File: src/rtl/store_buffer_pkg.sv
// rtl/store_buffer_pkg.sv - shared entry type, drain states and strobe constant for the store buffer
package sb_pkg;

  localparam logic [3:0] STRB_FULL = 4'hF;

  typedef struct packed {
    logic [29:0] waddr;
    logic [31:0] data;
    logic [3:0]  strb;
  } sb_entry_t;

  typedef enum logic [1:0] {
    SB_IDLE,
    SB_REQ,
    SB_WAIT
  } sb_state_t;

endpackage

File: src/rtl/store_buffer_if.sv
// rtl/store_buffer_if.sv - store, load-check and memory write-port bundle of the store buffer
interface store_buffer_if;

  logic        st_valid;
  logic        st_ready;
  logic [31:0] st_addr;
  logic [31:0] st_data;
  logic [3:0]  st_strb;

  logic        ld_valid;
  logic [31:0] ld_addr;
  logic        ld_stall;
  logic        ld_fwd_valid;
  logic [31:0] ld_fwd_data;

  logic        mem_req;
  logic [31:0] mem_addr;
  logic [31:0] mem_wdata;
  logic [3:0]  mem_wstrb;
  logic        mem_gnt;
  logic        mem_done;

  // Buffer side
  modport slave (
    input  st_valid, st_addr, st_data, st_strb,
    output st_ready,
    input  ld_valid, ld_addr,
    output ld_stall, ld_fwd_valid, ld_fwd_data,
    output mem_req, mem_addr, mem_wdata, mem_wstrb,
    input  mem_gnt, mem_done
  );

  // Pipeline / memory side
  modport master (
    output st_valid, st_addr, st_data, st_strb,
    input  st_ready,
    output ld_valid, ld_addr,
    input  ld_stall, ld_fwd_valid, ld_fwd_data,
    input  mem_req, mem_addr, mem_wdata, mem_wstrb,
    output mem_gnt, mem_done
  );

endinterface

File: src/rtl/store_buffer_fifo.sv
// rtl/store_buffer_fifo.sv - in-order entry storage with wrap-bit pointers and per-entry valid
module store_buffer_fifo
  import sb_pkg::*;
#(
  parameter int DEPTH = 4
) (
  input  logic                         i_clk,
  input  logic                         i_rst,
  input  logic                         i_push,
  input  sb_entry_t                    i_entry,
  input  logic                         i_pop,
  output sb_entry_t                    o_head,
  output sb_entry_t                    o_entries [DEPTH],
  output logic [DEPTH-1:0]             o_valid,
  output logic [$clog2(DEPTH)-1:0]     o_rd_idx,
  output logic [$clog2(DEPTH+1)-1:0]   o_count,
  output logic                         o_full,
  output logic                         o_empty
);

  localparam int AW = $clog2(DEPTH);

  logic [AW:0] r_wr_ptr;
  logic [AW:0] r_rd_ptr;
  logic [AW:0] w_diff;
  sb_entry_t   r_mem [DEPTH];

  // Pointer advance; the extra MSB separates full from empty
  always_ff @(posedge i_clk) begin
    if (i_rst) begin
      r_wr_ptr <= '0;
      r_rd_ptr <= '0;
    end else begin
      if (i_push) r_wr_ptr <= r_wr_ptr + 1'b1;
      if (i_pop)  r_rd_ptr <= r_rd_ptr + 1'b1;
    end
  end

  // Entry storage; contents only matter where o_valid is set, so no reset
  always_ff @(posedge i_clk) begin
    if (i_push) r_mem[r_wr_ptr[AW-1:0]] <= i_entry;
  end

  assign w_diff    = r_wr_ptr - r_rd_ptr;
  assign o_count   = w_diff;
  assign o_empty   = (r_wr_ptr == r_rd_ptr);
  assign o_full    = (r_wr_ptr[AW] != r_rd_ptr[AW]) &&
                     (r_wr_ptr[AW-1:0] == r_rd_ptr[AW-1:0]);
  assign o_rd_idx  = r_rd_ptr[AW-1:0];
  assign o_head    = r_mem[r_rd_ptr[AW-1:0]];
  assign o_entries = r_mem;

  // A slot is live when its distance from the head is below the count
  for (genvar g = 0; g < DEPTH; g++) begin : g_valid
    assign o_valid[g] = ({1'b0, AW'(g) - r_rd_ptr[AW-1:0]} < w_diff);
  end

endmodule

File: src/rtl/store_buffer.sv
// rtl/store_buffer.sv - posted-write buffer with drain FSM and load hazard check; STORE_FWD_EN enables full-word forwarding
module store_buffer
  import sb_pkg::*;
#(
  parameter int DEPTH = 4
) (
  input  logic                       i_clk,
  input  logic                       i_rst,
  store_buffer_if.slave              io_sb,
  output logic                       o_empty,
  output logic                       o_full,
  output logic [$clog2(DEPTH+1)-1:0] o_count
);

  localparam int AW = $clog2(DEPTH);

  sb_entry_t        w_entry;
  sb_entry_t        w_head;
  sb_entry_t        w_young;
  sb_entry_t        w_entries [DEPTH];
  logic [DEPTH-1:0] w_valid;
  logic [AW-1:0]    w_rd_idx;
  logic [AW-1:0]    w_idx;
  logic             w_push;
  logic             w_pop;
  logic             w_match;
  logic             w_hit;
  logic             w_unused_bits;

  sb_state_t        r_state;
  logic             r_mem_req;
  logic [31:0]      r_mem_addr;
  logic [31:0]      r_mem_wdata;
  logic [3:0]       r_mem_wstrb;

  // An all-zero strobe writes nothing, so it never takes a slot
  assign io_sb.st_ready = !o_full;
  assign w_push  = io_sb.st_valid && !o_full && (io_sb.st_strb != 4'b0000);
  assign w_pop   = (r_state == SB_WAIT) && io_sb.mem_done;
  assign w_entry = '{waddr: io_sb.st_addr[31:2], data: io_sb.st_data, strb: io_sb.st_strb};

  store_buffer_fifo #(.DEPTH(DEPTH)) u_fifo (
    .i_clk     (i_clk),
    .i_rst     (i_rst),
    .i_push    (w_push),
    .i_entry   (w_entry),
    .i_pop     (w_pop),
    .o_head    (w_head),
    .o_entries (w_entries),
    .o_valid   (w_valid),
    .o_rd_idx  (w_rd_idx),
    .o_count   (o_count),
    .o_full    (o_full),
    .o_empty   (o_empty)
  );

  // Drain FSM: latch the head on entry to REQ so the write fields hold steady
  always_ff @(posedge i_clk) begin
    if (i_rst) begin
      r_state     <= SB_IDLE;
      r_mem_req   <= 1'b0;
      r_mem_addr  <= '0;
      r_mem_wdata <= '0;
      r_mem_wstrb <= '0;
    end else begin
      case (r_state)
        SB_IDLE: begin
          if (!o_empty) begin
            r_state     <= SB_REQ;
            r_mem_req   <= 1'b1;
            r_mem_addr  <= {w_head.waddr, 2'b00};
            r_mem_wdata <= w_head.data;
            r_mem_wstrb <= w_head.strb;
          end
        end
        SB_REQ: begin
          if (io_sb.mem_gnt) begin
            r_state   <= SB_WAIT;
            r_mem_req <= 1'b0;
          end
        end
        SB_WAIT: begin
          if (io_sb.mem_done) r_state <= SB_IDLE;
        end
        default: begin
          r_state   <= SB_IDLE;
          r_mem_req <= 1'b0;
        end
      endcase
    end
  end

  assign io_sb.mem_req   = r_mem_req;
  assign io_sb.mem_addr  = r_mem_addr;
  assign io_sb.mem_wdata = r_mem_wdata;
  assign io_sb.mem_wstrb = r_mem_wstrb;

  // Walk from head to tail so the last match found is the youngest store
  always_comb begin
    w_match = 1'b0;
    w_young = '0;
    w_idx   = '0;
    for (int j = 0; j < DEPTH; j++) begin
      w_idx = w_rd_idx + AW'(j);
      if (w_valid[w_idx] && (w_entries[w_idx].waddr == io_sb.ld_addr[31:2])) begin
        w_match = 1'b1;
        w_young = w_entries[w_idx];
      end
    end
  end

  assign w_hit = io_sb.ld_valid && w_match;

`ifdef STORE_FWD_EN
  // Only a full-word youngest store can supply the load; partial ones stall it
  assign io_sb.ld_fwd_valid = w_hit && (w_young.strb == STRB_FULL);
  assign io_sb.ld_fwd_data  = io_sb.ld_fwd_valid ? w_young.data : 32'h0;
  assign io_sb.ld_stall     = w_hit && (w_young.strb != STRB_FULL);
`else
  assign io_sb.ld_fwd_valid = 1'b0;
  assign io_sb.ld_fwd_data  = 32'h0;
  assign io_sb.ld_stall     = w_hit;
`endif

  assign w_unused_bits = ^{io_sb.st_addr[1:0], io_sb.ld_addr[1:0], w_young};

endmodule
File: src/flat_wrapper.sv
// flat-port wrapper written by rule: the top's interface ports become plain ports
module store_buffer_flat import sb_pkg::*;
#(
  parameter int DEPTH = 4
)
  (i_clk, i_rst, o_empty, o_full, o_count, io_sb_st_valid, io_sb_st_addr, io_sb_st_data, io_sb_st_strb, io_sb_st_ready, io_sb_ld_valid, io_sb_ld_addr, io_sb_ld_stall, io_sb_ld_fwd_valid, io_sb_ld_fwd_data, io_sb_mem_req, io_sb_mem_addr, io_sb_mem_wdata, io_sb_mem_wstrb, io_sb_mem_gnt, io_sb_mem_done);
  store_buffer_if io_sb_i ();
  input  logic i_clk;
  input  logic i_rst;
  output logic o_empty;
  output logic o_full;
  output logic [$clog2(DEPTH+1)-1:0] o_count;
  input wire logic [$bits(io_sb_i.st_valid)-1:0] io_sb_st_valid;
  input wire logic [$bits(io_sb_i.st_addr)-1:0] io_sb_st_addr;
  input wire logic [$bits(io_sb_i.st_data)-1:0] io_sb_st_data;
  input wire logic [$bits(io_sb_i.st_strb)-1:0] io_sb_st_strb;
  output wire logic [$bits(io_sb_i.st_ready)-1:0] io_sb_st_ready;
  input wire logic [$bits(io_sb_i.ld_valid)-1:0] io_sb_ld_valid;
  input wire logic [$bits(io_sb_i.ld_addr)-1:0] io_sb_ld_addr;
  output wire logic [$bits(io_sb_i.ld_stall)-1:0] io_sb_ld_stall;
  output wire logic [$bits(io_sb_i.ld_fwd_valid)-1:0] io_sb_ld_fwd_valid;
  output wire logic [$bits(io_sb_i.ld_fwd_data)-1:0] io_sb_ld_fwd_data;
  output wire logic [$bits(io_sb_i.mem_req)-1:0] io_sb_mem_req;
  output wire logic [$bits(io_sb_i.mem_addr)-1:0] io_sb_mem_addr;
  output wire logic [$bits(io_sb_i.mem_wdata)-1:0] io_sb_mem_wdata;
  output wire logic [$bits(io_sb_i.mem_wstrb)-1:0] io_sb_mem_wstrb;
  input wire logic [$bits(io_sb_i.mem_gnt)-1:0] io_sb_mem_gnt;
  input wire logic [$bits(io_sb_i.mem_done)-1:0] io_sb_mem_done;
  assign io_sb_i.st_valid = io_sb_st_valid;
  assign io_sb_i.st_addr = io_sb_st_addr;
  assign io_sb_i.st_data = io_sb_st_data;
  assign io_sb_i.st_strb = io_sb_st_strb;
  assign io_sb_st_ready = io_sb_i.st_ready;
  assign io_sb_i.ld_valid = io_sb_ld_valid;
  assign io_sb_i.ld_addr = io_sb_ld_addr;
  assign io_sb_ld_stall = io_sb_i.ld_stall;
  assign io_sb_ld_fwd_valid = io_sb_i.ld_fwd_valid;
  assign io_sb_ld_fwd_data = io_sb_i.ld_fwd_data;
  assign io_sb_mem_req = io_sb_i.mem_req;
  assign io_sb_mem_addr = io_sb_i.mem_addr;
  assign io_sb_mem_wdata = io_sb_i.mem_wdata;
  assign io_sb_mem_wstrb = io_sb_i.mem_wstrb;
  assign io_sb_i.mem_gnt = io_sb_mem_gnt;
  assign io_sb_i.mem_done = io_sb_mem_done;
  store_buffer #(.DEPTH(DEPTH)) u_core (.i_clk(i_clk), .i_rst(i_rst), .io_sb(io_sb_i), .o_empty(o_empty), .o_full(o_full), .o_count(o_count));
endmodule
File: config.mk
export PLATFORM = sky130hd
export DESIGN_NAME = store_buffer_flat
export DESIGN_NICKNAME = d
export VERILOG_FILES = /design/src/rtl/store_buffer_pkg.sv /design/src/rtl/store_buffer_if.sv /design/src/rtl/store_buffer_fifo.sv /design/src/rtl/store_buffer.sv /design/src/flat_wrapper.sv
export SDC_FILE = /design/constraint.sdc
export NUM_CORES = 1
export LEC_CHECK = 0
export BUFFER_PORTS_ARGS = -buffer_cell sky130_fd_sc_hd__buf_2
export CAP_MARGIN = 20
export CORE_AREA = 4 4 178 180
export CTS_BUF_LIST = sky130_fd_sc_hd__clkbuf_4
export DETAILED_ROUTE_END_ITERATION = 10
export DIE_AREA = 0 0 182 184
export PLACE_DENSITY = 0.88
export SYNTH_ARGS = -nofsm -noshare
export SYNTH_HDL_FRONTEND = slang
export SYNTH_SLANG_ARGS = --single-unit
File: constraint.sdc
create_clock -name i_clk -period 4.45 [get_ports i_clk]
set_input_delay 0.6675 -clock i_clk [delete_from_list [all_inputs] [get_ports i_clk]]
set_output_delay 0.6675 -clock i_clk [all_outputs]
set_load 0.005 [all_outputs]
==> results.txt, run 1 <==
WL/cell - 23.47 um
Int Pwr - 5.596 mW
H-tree Lvls - 3
overall power - 7.558 mW
largest net degree at the start of global routing - 53
HP Class - primary input to flip-flop
Final ANT Viol Nets - 0
period utilization - 100.1%
Crit path required time - 3780 ps
Max FO, Critical Path - 8
CP dominant cell by count - ha_4
Place WS - 454.1 ps
Vias - 10732
Layout Nets - 1423
Leakage - 6.776 nW
Period minus WS final - 4455 ps
detailed placement HPWL - 26530 um
placed inst area - 0.01765 sq mm
Slowest cell on crit path - fa_1
Synth area leaders - edfxtp_1 (48%), mux4_2 (21%), dfxtp_1 (9.1%)
crit path DAT - 3790 ps
Clk pwr share - 36.1%
Setup violations, final - 1
Post-Syn Area - 0.01642 sq mm
Worst-Margin Slew - 1061 ps
Initial DRC Count - 1043
die area - 0.03349 sq mm
Slew HR - 28.87%
router iterations before antenna repair - 5
Root Buffer - clkbuf_4
Cell variety after synth - 44
YS warnings - 0
Startpoint Class - flip-flop
leading area contributor after synthesis - edfxtp_1
IO Count - 215
Routed WL - 41630 um
number of flops mapped to enable cells by yosys - 264
Horiz. Die Dim - 182 um
max_cap viols - 0
share of cells above drive strength 1 - 40.54%
combinational share of power - 14.6%
CP Cell Sequence - buf_6 -> ha_4 -> inv_2 -> fa_1 -> inv_4 -> ha_4 -> nor2_4 -> nor2_2 -> mux4_2 -> o2111ai_2 -> nor4_1 -> o21ai_1 -> o221ai_2 -> buf_2
clock buffer depth - 3
Overall Global Routing Usage - 24.09%
Mapped Cells - 1054
FMAX - 0.2245 GHz
Cell Pwr Density - 389.8 mW/mm^2
Clock transition at path regs - 70 ps
sw frac - 25.96%
Final Wtd Congestion - 0.8912
worst stage delay on the critical path - 610 ps
CTS Sinks - 339
status - finished, violations left
TritonCTS clock tree - done
peak supply drop - 0.0001889 V
cell total after placement - 1587
clk_lat worst skew - 730 ps
clock skew - 60.82 ps
vias in the first global route - 10692
final cell area excluding filler cells - 0.01939 sq mm
Non-Filler Instances - 1774
RSZ-0062 raised after global routing - true
port bufs - 175
core area - 0.03019 sq mm
Die Span Y - 184 um
Row Count - 64
Flop pwr share - 49.3%
Synth Register Bits - 339
Post-synth ARST share - 0%
Final Hold Fails - 0
CP endpoint kind - output pin
initial antenna violation count - 9
total grt overflow - 0
synth-to-layout area growth - 18.10%
first-pass GRT wire length - 61780 um
failing checks - negative setup slack
net load switching power - 1.962 mW
critical path class - flip-flop to output pin
# DRC - 0
Top FF cell, synth - edfxtp_1
post-synth top area share - 48.29%
Starting Density - 54.38%
Slew Limit Fails - 0
Seq/Total Area, Yosys - 57.43%
Post-CTS Hold Fix Bufs - 0
Avg Cell Area, Syn - 15.58 sq um
TritonCTS Buffers - 85
setup ws final - -5.056 ps
Via density - 6.050
Layout Utilization - 64.22%
==> metal layers <==
metal	wire length, um	GRT usage, %	up-vias
met1	15320	31.20	5326
met5	76	0	-
li1	-	-	4571
met4	1456	8.706	12
met3	4103	6.391	131
met2	20670	39.80	692
==> stage by stage <==
stage	TNS [ps]	hold WS (ps)
6_report	-5.056	146.3
4_1_cts	0	102.8
3_3_place_gp	0	439.6
5_1_grt	-176.3	112.3
3_5_place_dp	0	444.0
2_1_floorplan	0	452.7
==> power groups by stage <==
stage / Clock [mW] / Sequential (mW) / Combinational, mW
floorplan: 0 / 3.78 / 0.642
global route: 2.98 / 3.74 / 1.19
global placement: 0 / 3.77 / 1.01
detailed placement: 0 / 3.79 / 1.03
CTS: 2.78 / 3.72 / 1.05
finish: 2.73 / 3.73 / 1.10
==> repair_timing <==
action | in CTS | in global routing
pin swaps | 3 | 6
cloned | 3 | 3
buffers inserted | 10 | 7
endpoints found under the setup margin | 1 | 1
resized for setup | 12 | 24
==> final cells by class <==
cell class	instances	area, sq um
tap	396	495.5
inverter	12	51.30
clock inverter	23	150.1
timing repair buffer	227	1588
multi-input combinational	637	6635
clock buffer	136	1021
fill	2067	10800
antenna	4	10.01
sequential	339	9438
==> placed cells by master (no fill, tap or decap), types with 11 or more instances in the layout <==
master | synthesis | layout
nand2_1 | 135 | 135
clkbuf_4 | 0 | 136
xnor2_1 | 60 | 58
mux4_2 | 153 | 153
clkinv_1 | 0 | 17
xor2_1 | 69 | 69
nor4_1 | 16 | 11
a21oi_1 | 69 | 66
buf_4 | 39 | 29
nand4_1 | 15 | 15
buf_2 | 17 | 175
nor2_1 | 21 | 19
dfxtp_1 | 75 | 72
edfxtp_1 | 264 | 264
conb_1 | 1 | 35
==> flip-flops by register name (all words and copies together), names as in the netlist <==
register and cells:
u_core.io_sb.mem_addr 30, u_core.io_sb.mem_wdata 32, u_core.r_state 2, u_core.u_fifo.o_entries 264, u_core.io_sb.mem_req 1, u_core.u_fifo.r_rd_ptr 3
u_core.io_sb.mem_wstrb 4, u_core.u_fifo.r_wr_ptr 3
==> cells by family after synthesis <==
| group | count (synthesis) | share of synthesized area (%) |
|---|---|---|
| AND/OR/NAND/NOR | 208 | 5.617 |
| adder cells (fa/ha/maj) | 15 | 1.189 |
| AO/OA/AOI/OAI | 85 | 2.812 |
| buffers and inverters | 112 | 4.024 |
| multiplexers | 165 | 22.02 |
| other | 1 | 0.02284 |
| flip-flops | 339 | 57.43 |
| XOR/XNOR | 129 | 6.882 |
==> cells in the mapped netlist, types with 4 or more instances <==
| master | number |
|---|---|
| and2_0 | 4 |
| mux4_2 | 153 |
| buf_2 | 17 |
| buf_6 | 6 |
| and2_1 | 4 |
| edfxtp_1 | 264 |
| inv_1 | 11 |
| dfxtp_1 | 75 |
| nor2_1 | 21 |
| a31oi_1 | 4 |
| nand4_1 | 15 |
| nand2_1 | 135 |
| mux2i_1 | 9 |
| buf_4 | 39 |
| clkbuf_1 | 30 |
| a21oi_1 | 69 |
| xnor2_1 | 60 |
| nor4_1 | 16 |
| buf_1 | 6 |
| xor2_1 | 69 |
| ha_1 | 14 |
==> critical path: cells and delay by family, from the launching register on <==
| kind | cells | cell delay [ps] |
|---|---|---|
| AO/OA/AOI/OAI | 3 | 500 |
| adder cells (fa/ha/maj) | 3 | 970 |
| buffers and inverters | 4 | 440 |
| flip-flops | 1 | 460 |
| multiplexers | 1 | 480 |
| AND/OR/NAND/NOR | 3 | 230 |
==> final timing paths <==
path                                           startpoint                            to  slack, ps  cells after the start
worst max-delay path            u_core.u_fifo.r_rd_ptr[0]                io_sb_ld_stall         -5                     14
worst min-delay path                    io_sb_st_addr[15]  u_core.u_fifo.o_entries[247]        150                      1
worst max register to register  u_core.u_fifo.r_rd_ptr[0]   u_core.u_fifo.o_entries[93]       1140                      9
worst min register to register  u_core.io_sb.mem_wdata[0]     u_core.io_sb.mem_wdata[0]        450                      2
(Power assumes the default switching activity.)
==> inputs of run 2 (changes only) <==
Settings changed: CORE_AREA 4 4 178 180 to 4 4 183 185, DIE_AREA 0 0 182 184 to 0 0 187 189, PLACE_DENSITY 0.88 to 0.87, SYNTH_HIERARCHICAL from default to 1.
==> results.txt, run 2 <==
max_cap viols - 0
Non-Filler Instances - 1999
Routed WL - 47250 um
leading area contributor after synthesis - edfxtp_1
detailed placement HPWL - 33660 um
final cell area excluding filler cells - 0.01969 sq mm
Root Buffer - clkbuf_4
initial antenna violation count - 7
core area - 0.03204 sq mm
Post-Syn Area - 0.01726 sq mm
Cell variety after synth - 65
Post-synth ARST share - 0%
overall power - 7.455 mW
Synth Register Bits - 339
clock skew - 52.22 ps
port bufs - 175
IO Count - 215
commonest non-fill, non-tap cell in the layout - edfxtp_1
router iterations before antenna repair - 5
setup ws final - -443.0 ps
Period minus WS final - 4893 ps
share of cells above drive strength 1 - 30.98%
# DRC - 0
RSZ-0062 raised after global routing - true
failing checks - negative setup slack
post-synth top area share - 45.93%
TritonCTS Buffers - 85
Seq/Total Area, Yosys - 54.63%
worst reg2reg path depth - 10
H-tree Lvls - 3
Final ANT Viol Nets - 0
top-count cell post-synth - edfxtp_1
Starting Density - 53.87%
cell total after placement - 1836
Synth area leaders - edfxtp_1 (46%), mux4_2 (12%), dfxtp_1 (8.7%)
Vias - 11813
CTS Sinks - 339
total grt overflow - 0
number of flops mapped to enable cells by yosys - 264
hold endpoint - u_core/u_fifo/o_entries[86]
Via density - 5.909
largest net degree at the start of global routing - 111
TritonCTS clock tree - done
Setup violations, final - 1
commonest cells after routing, fill and taps aside - edfxtp_1 (264), buf_2 (175), nand2_1 (163)
Slew Limit Fails - 0
period utilization - 110.0%
worst hold path startpoint - io_sb_st_data[16]
Top FF cell, synth - edfxtp_1
WL/cell - 23.64 um
hold path cells - 1
clk_lat worst skew - 760 ps
Final Hold Fails - 0
Overall Global Routing Usage - 26.40%
first-pass GRT wire length - 71240 um
Horiz. Die Dim - 187 um
status - finished, violations left
Slew HR - 39.08%
Worst R2R End - u_core/io_sb.mem_wdata[6]
peak supply drop - 0.0004208 V
FF-to-FF Start - u_core/u_fifo/r_rd_ptr[0]
Startpoint Class - flip-flop
clock buffer depth - 3
Max FO, Critical Path - 5
Avg Cell Area, Syn - 13.32 sq um
Die Span Y - 189 um
crit path DAT - 4230 ps
Post-CTS Hold Fix Bufs - 0
die area - 0.03534 sq mm
FMAX - 0.2044 GHz
HP Class - primary input to flip-flop
Final Wtd Congestion - 0.9577
critical path class - flip-flop to output pin
Mapped Cells - 1296
Synth top cells by count - edfxtp_1 (264), nand2_1 (163), mux2i_1 (135)
Worst-Margin Slew - 913.8 ps
Cell Pwr Density - 378.7 mW/mm^2
CP endpoint kind - output pin
Crit path required time - 3780 ps
max FFs per register - 264
Layout Nets - 1639
YS warnings - 6
Leakage - 6.858 nW
Initial DRC Count - 977
Clock transition at path regs - 70 ps
r2r setup slk - 1540 ps
vias in the first global route - 12059
synth-to-layout area growth - 14.06%
Row Count - 66
placed inst area - 0.01849 sq mm
-- run 2: cell types whose count changed in the layout (fill, tap and decap cells not counted), sizes merged, moves of 21 or more --
cell	before	now
mux2i	9	138
mux4	156	89
xor2	69	30
nand2	135	163
nor2	21	45
o21ai	3	25
a21oi	69	90
-- run 2: worst max-delay path, stage by stage (launching register included) --
cell and delay, ps:
dfxtp_4 390, inv_1 110, fa_1 580, inv_2 60, ha_1 280, nor2b_1 130
o21ai_1 130, buf_4 150, o21ai_0 70, o21ai_0 140, nand2_1 130, or4_1 440
a2111o_1 440, a41oi_4 260, buf_2 150
-- run 2: metrics by stage --
| stage | hold slack (ps) | setup slack, ps | setup TNS, ps | utilization (%) |
|---|---|---|---|---|
| final | 115.7 | -443.0 | -443.0 | 61.44 |
| after global routing | 44.68 | -666.6 | -666.6 | 61.43 |
| after CTS | 38.65 | -477.3 | -477.3 | 61.23 |
| after detailed placement | 443.7 | 218.9 | 0 | 57.70 |
| after global placement | 439.4 | 246.7 | 0 | 57.70 |
| after floorplan | 452.7 | 48.55 | 0 | - |
-- run 2: kinds of logic after synthesis --
kind of cell / synth area share [%]
AO/OA/AOI/OAI: 7.155
XOR/XNOR: 4.553
adder cells (fa/ha/maj): 1.058
buffers and inverters: 5.314
flip-flops: 54.63
multiplexers: 20.32
other: 0.02173
AND/OR/NAND/NOR: 6.945
-- run 2: worst max path at each step --
stage	startpoint	depth (start not counted)	slack, ps	to
after global placement	u_core/u_fifo/r_wr_ptr[0]	16	250	io_sb_ld_stall
after global routing	u_core/u_fifo/r_rd_ptr[1]	13	-670	io_sb_ld_stall
after CTS	u_core/u_fifo/r_rd_ptr[0]	12	-480	io_sb_ld_stall
final	u_core/u_fifo/r_rd_ptr[1]	14	-440	io_sb_ld_stall
after floorplan	u_core/u_fifo/r_rd_ptr[1]	14	50	io_sb_ld_stall
after detailed placement	u_core/u_fifo/r_wr_ptr[0]	16	220	io_sb_ld_stall
-- run 2: routing by layer --
metal	wire (um)	vias to the layer above	part of all wire [%]	track usage, %
li1	-	5331	-	-
met1	18140	5839	38	32.81
met2	23480	537	50	44.50
met3	4091	96	8.7	7.817
met4	1478	10	3.1	9.300
met5	61	-	0.13	0
-- run 2: repair_timing --
action	in CTS	in global routing
setup buffers	1	2
gates resized for setup	5	2
setup endpoints to repair	1	1
cloned	0	1
pin swaps	6	0
-- run 2: area by class of cell --
class / instances / area, sq um
timing repair buffer: 234 / 1456
multi-input combinational: 837 / 7072
fill: 2466 / 12350
antenna: 3 / 7.507
inverter: 22 / 82.58
clock buffer: 129 / 968.4
tap: 408 / 510.5
sequential: 339 / 9437
clock inverter: 27 / 152.6
-- run 2: power breakdown --
part	switching (mW)	internal, mW	leakage [nW]
registers	0.108	3.63	3.04
logic	0.656	0.435	3.17
clock network	1.24	1.39	0.657
total	2.00	5.45	6.86
==> inputs of run 3 (changes only) <==
Settings changed: CORE_AREA 4 4 183 185 to 4 4 210 161, DIE_AREA 0 0 187 189 to 0 0 214 165, PLACE_DENSITY 0.87 to 0.88.
==> results.txt, run 3 (synthesis gave the netlist of run 2 again) <==
Starting Density - 54.14%
Final ANT Viol Nets - 0
Cell Pwr Density - 383.1 mW/mm^2
Place WS - 192.6 ps
H-tree Lvls - 3
max FFs per register - 264
commonest cells after routing, fill and taps aside - edfxtp_1 (264), buf_2 (175), nand2_1 (163)
die area - 0.03531 sq mm
CP endpoint kind - output pin
Clk pwr share - 36.1%
detailed placement HPWL - 34530 um
combinational share of power - 14.7%
Vias - 11967
period utilization - 111.8%
Routed WL - 48070 um
FMAX - 0.2011 GHz
Slew Limit Fails - 0
IO Count - 215
Int Pwr - 5.567 mW
largest net degree at the start of global routing - 117
clock skew - 39.81 ps
sw frac - 26.53%
RSZ-0062 raised after global routing - true
crit path DAT - 4310 ps
first-pass GRT wire length - 71450 um
final cell area excluding filler cells - 0.01978 sq mm
Period minus WS final - 4973 ps
share of cells above drive strength 1 - 31.61%
max_cap viols - 0
peak supply drop - 0.0002765 V
setup ws final - -523.1 ps
Final Wtd Congestion - 1.021
net load switching power - 2.010 mW
Startpoint Class - flip-flop
synth-to-layout area growth - 14.60%
Horiz. Die Dim - 214 um
Overall Global Routing Usage - 26.87%
Max FO, Critical Path - 4
Post-CTS Hold Fix Bufs - 0
# DRC - 0
status - finished, violations left
core area - 0.03188 sq mm
TritonCTS Buffers - 82
commonest non-fill, non-tap cell in the layout - edfxtp_1
TritonCTS clock tree - done
Die Span Y - 165 um
vias in the first global route - 11893
port bufs - 175
Setup violations, final - 1
critical path class - flip-flop to output pin
Flop pwr share - 49.2%
Layout Nets - 1636
Final Hold Fails - 0
Worst-Margin Slew - 727.0 ps
HP Class - primary input to flip-flop
Row Count - 57
Slew HR - 51.53%
failing checks - negative setup slack
Via density - 5.966
WL/cell - 23.96 um
Crit path required time - 3780 ps
Initial DRC Count - 1032
clk_lat worst skew - 780 ps
Clock transition at path regs - 80 ps
placed inst area - 0.01848 sq mm
CTS Sinks - 339
router iterations before antenna repair - 5
initial antenna violation count - 9
Leakage - 6.884 nW
total grt overflow - 0
clock buffer depth - 3
Root Buffer - clkbuf_4
overall power - 7.578 mW
-- run 3: cell count changes in the layout (fill, tap and decap cells not counted), moves of 3 or more --
| cell | previous run | this run |
|---|---|---|
| clkinvlp_4 | 3 | 0 |
| diode_2 | 3 | 11 |
| ha_4 | 0 | 3 |
| clkinv_1 | 18 | 12 |
| inv_2 | 2 | 5 |
| ha_1 | 13 | 10 |
-- run 3: routing by layer --
layer  up-vias  wire length (um)  GRT usage (%)
li1       5346                 -              -
met1      5971             20990          38.46
met3        90              4592          8.663
met5         -                27              0
met4         4              1059          7.865
met2       556             21400          39.78
-- run 3: path summary, 6_finish.rpt --
kind / from / cells after the start / slack [ps] / to
worst max register to register: u_core/u_fifo/r_rd_ptr[0] / 10 / 1150 / u_core/u_fifo/o_entries[111]
worst min register to register: u_core/io_sb.mem_wdata[2] / 2 / 450 / u_core/io_sb.mem_wdata[2]
worst max-delay path: u_core/u_fifo/r_wr_ptr[0] / 15 / -520 / io_sb_ld_stall
worst min-delay path: io_sb_st_data[0] / 1 / 80 / u_core/u_fifo/o_entries[202]
-- run 3: area by class of cell --
class	instances	area, sq um
well taps	413	516.7
inverters	22	82.58
fillers	2454	12100
clock buffers	129	968.4
flip-flops and latches	339	9438
repair buffers	234	1468
clock inverters	21	170.2
multi-input cells	837	7108
diodes	11	27.53
-- run 3: power by group through the flow --
| stage | logic, mW | registers (mW) | clock network (mW) |
|---|---|---|---|
| finish | 1.12 | 3.73 | 2.73 |
| global route | 1.21 | 3.74 | 2.99 |
| CTS | 1.09 | 3.72 | 2.81 |
| detailed placement | 1.08 | 3.79 | 0 |
| global placement | 1.06 | 3.78 | 0 |
| floorplan | 0.641 | 3.79 | 0 |
-- run 3: worst max-delay path, stage by stage (launching register included) --
cell and delay, ps:
dfxtp_2 320, inv_2 70, ha_4 120, inv_2 40
fa_1 580, inv_2 90, ha_4 210, nor2b_1 120
o21ai_1 170, nand2b_1 130, o211ai_1 120, or3_1 400
a221o_1 320, or4_4 480, a41oi_2 210, buf_2 150
-- run 3: timing repair --
item | 4_1_cts | 5_1_grt
endpoints found under the setup margin | 1 | 1
pin swaps | 2 | 13
gates resized for setup | 5 | 12
hold endpoints to repair | 0 | 0
setup buffers | 0 | 6
-- run 3: metrics by stage --
step	utilization (%)	instances	hold slack [ps]	TNS, ps
floorplan	-	1330	452.7	0
finish	62.04	2006	84.68	-523.1
global route	62.04	2005	7.605	-737.7
detailed placement	57.98	1838	444.6	0
global placement	57.98	1838	438.0	0
CTS	61.56	1988	19.11	-500.3
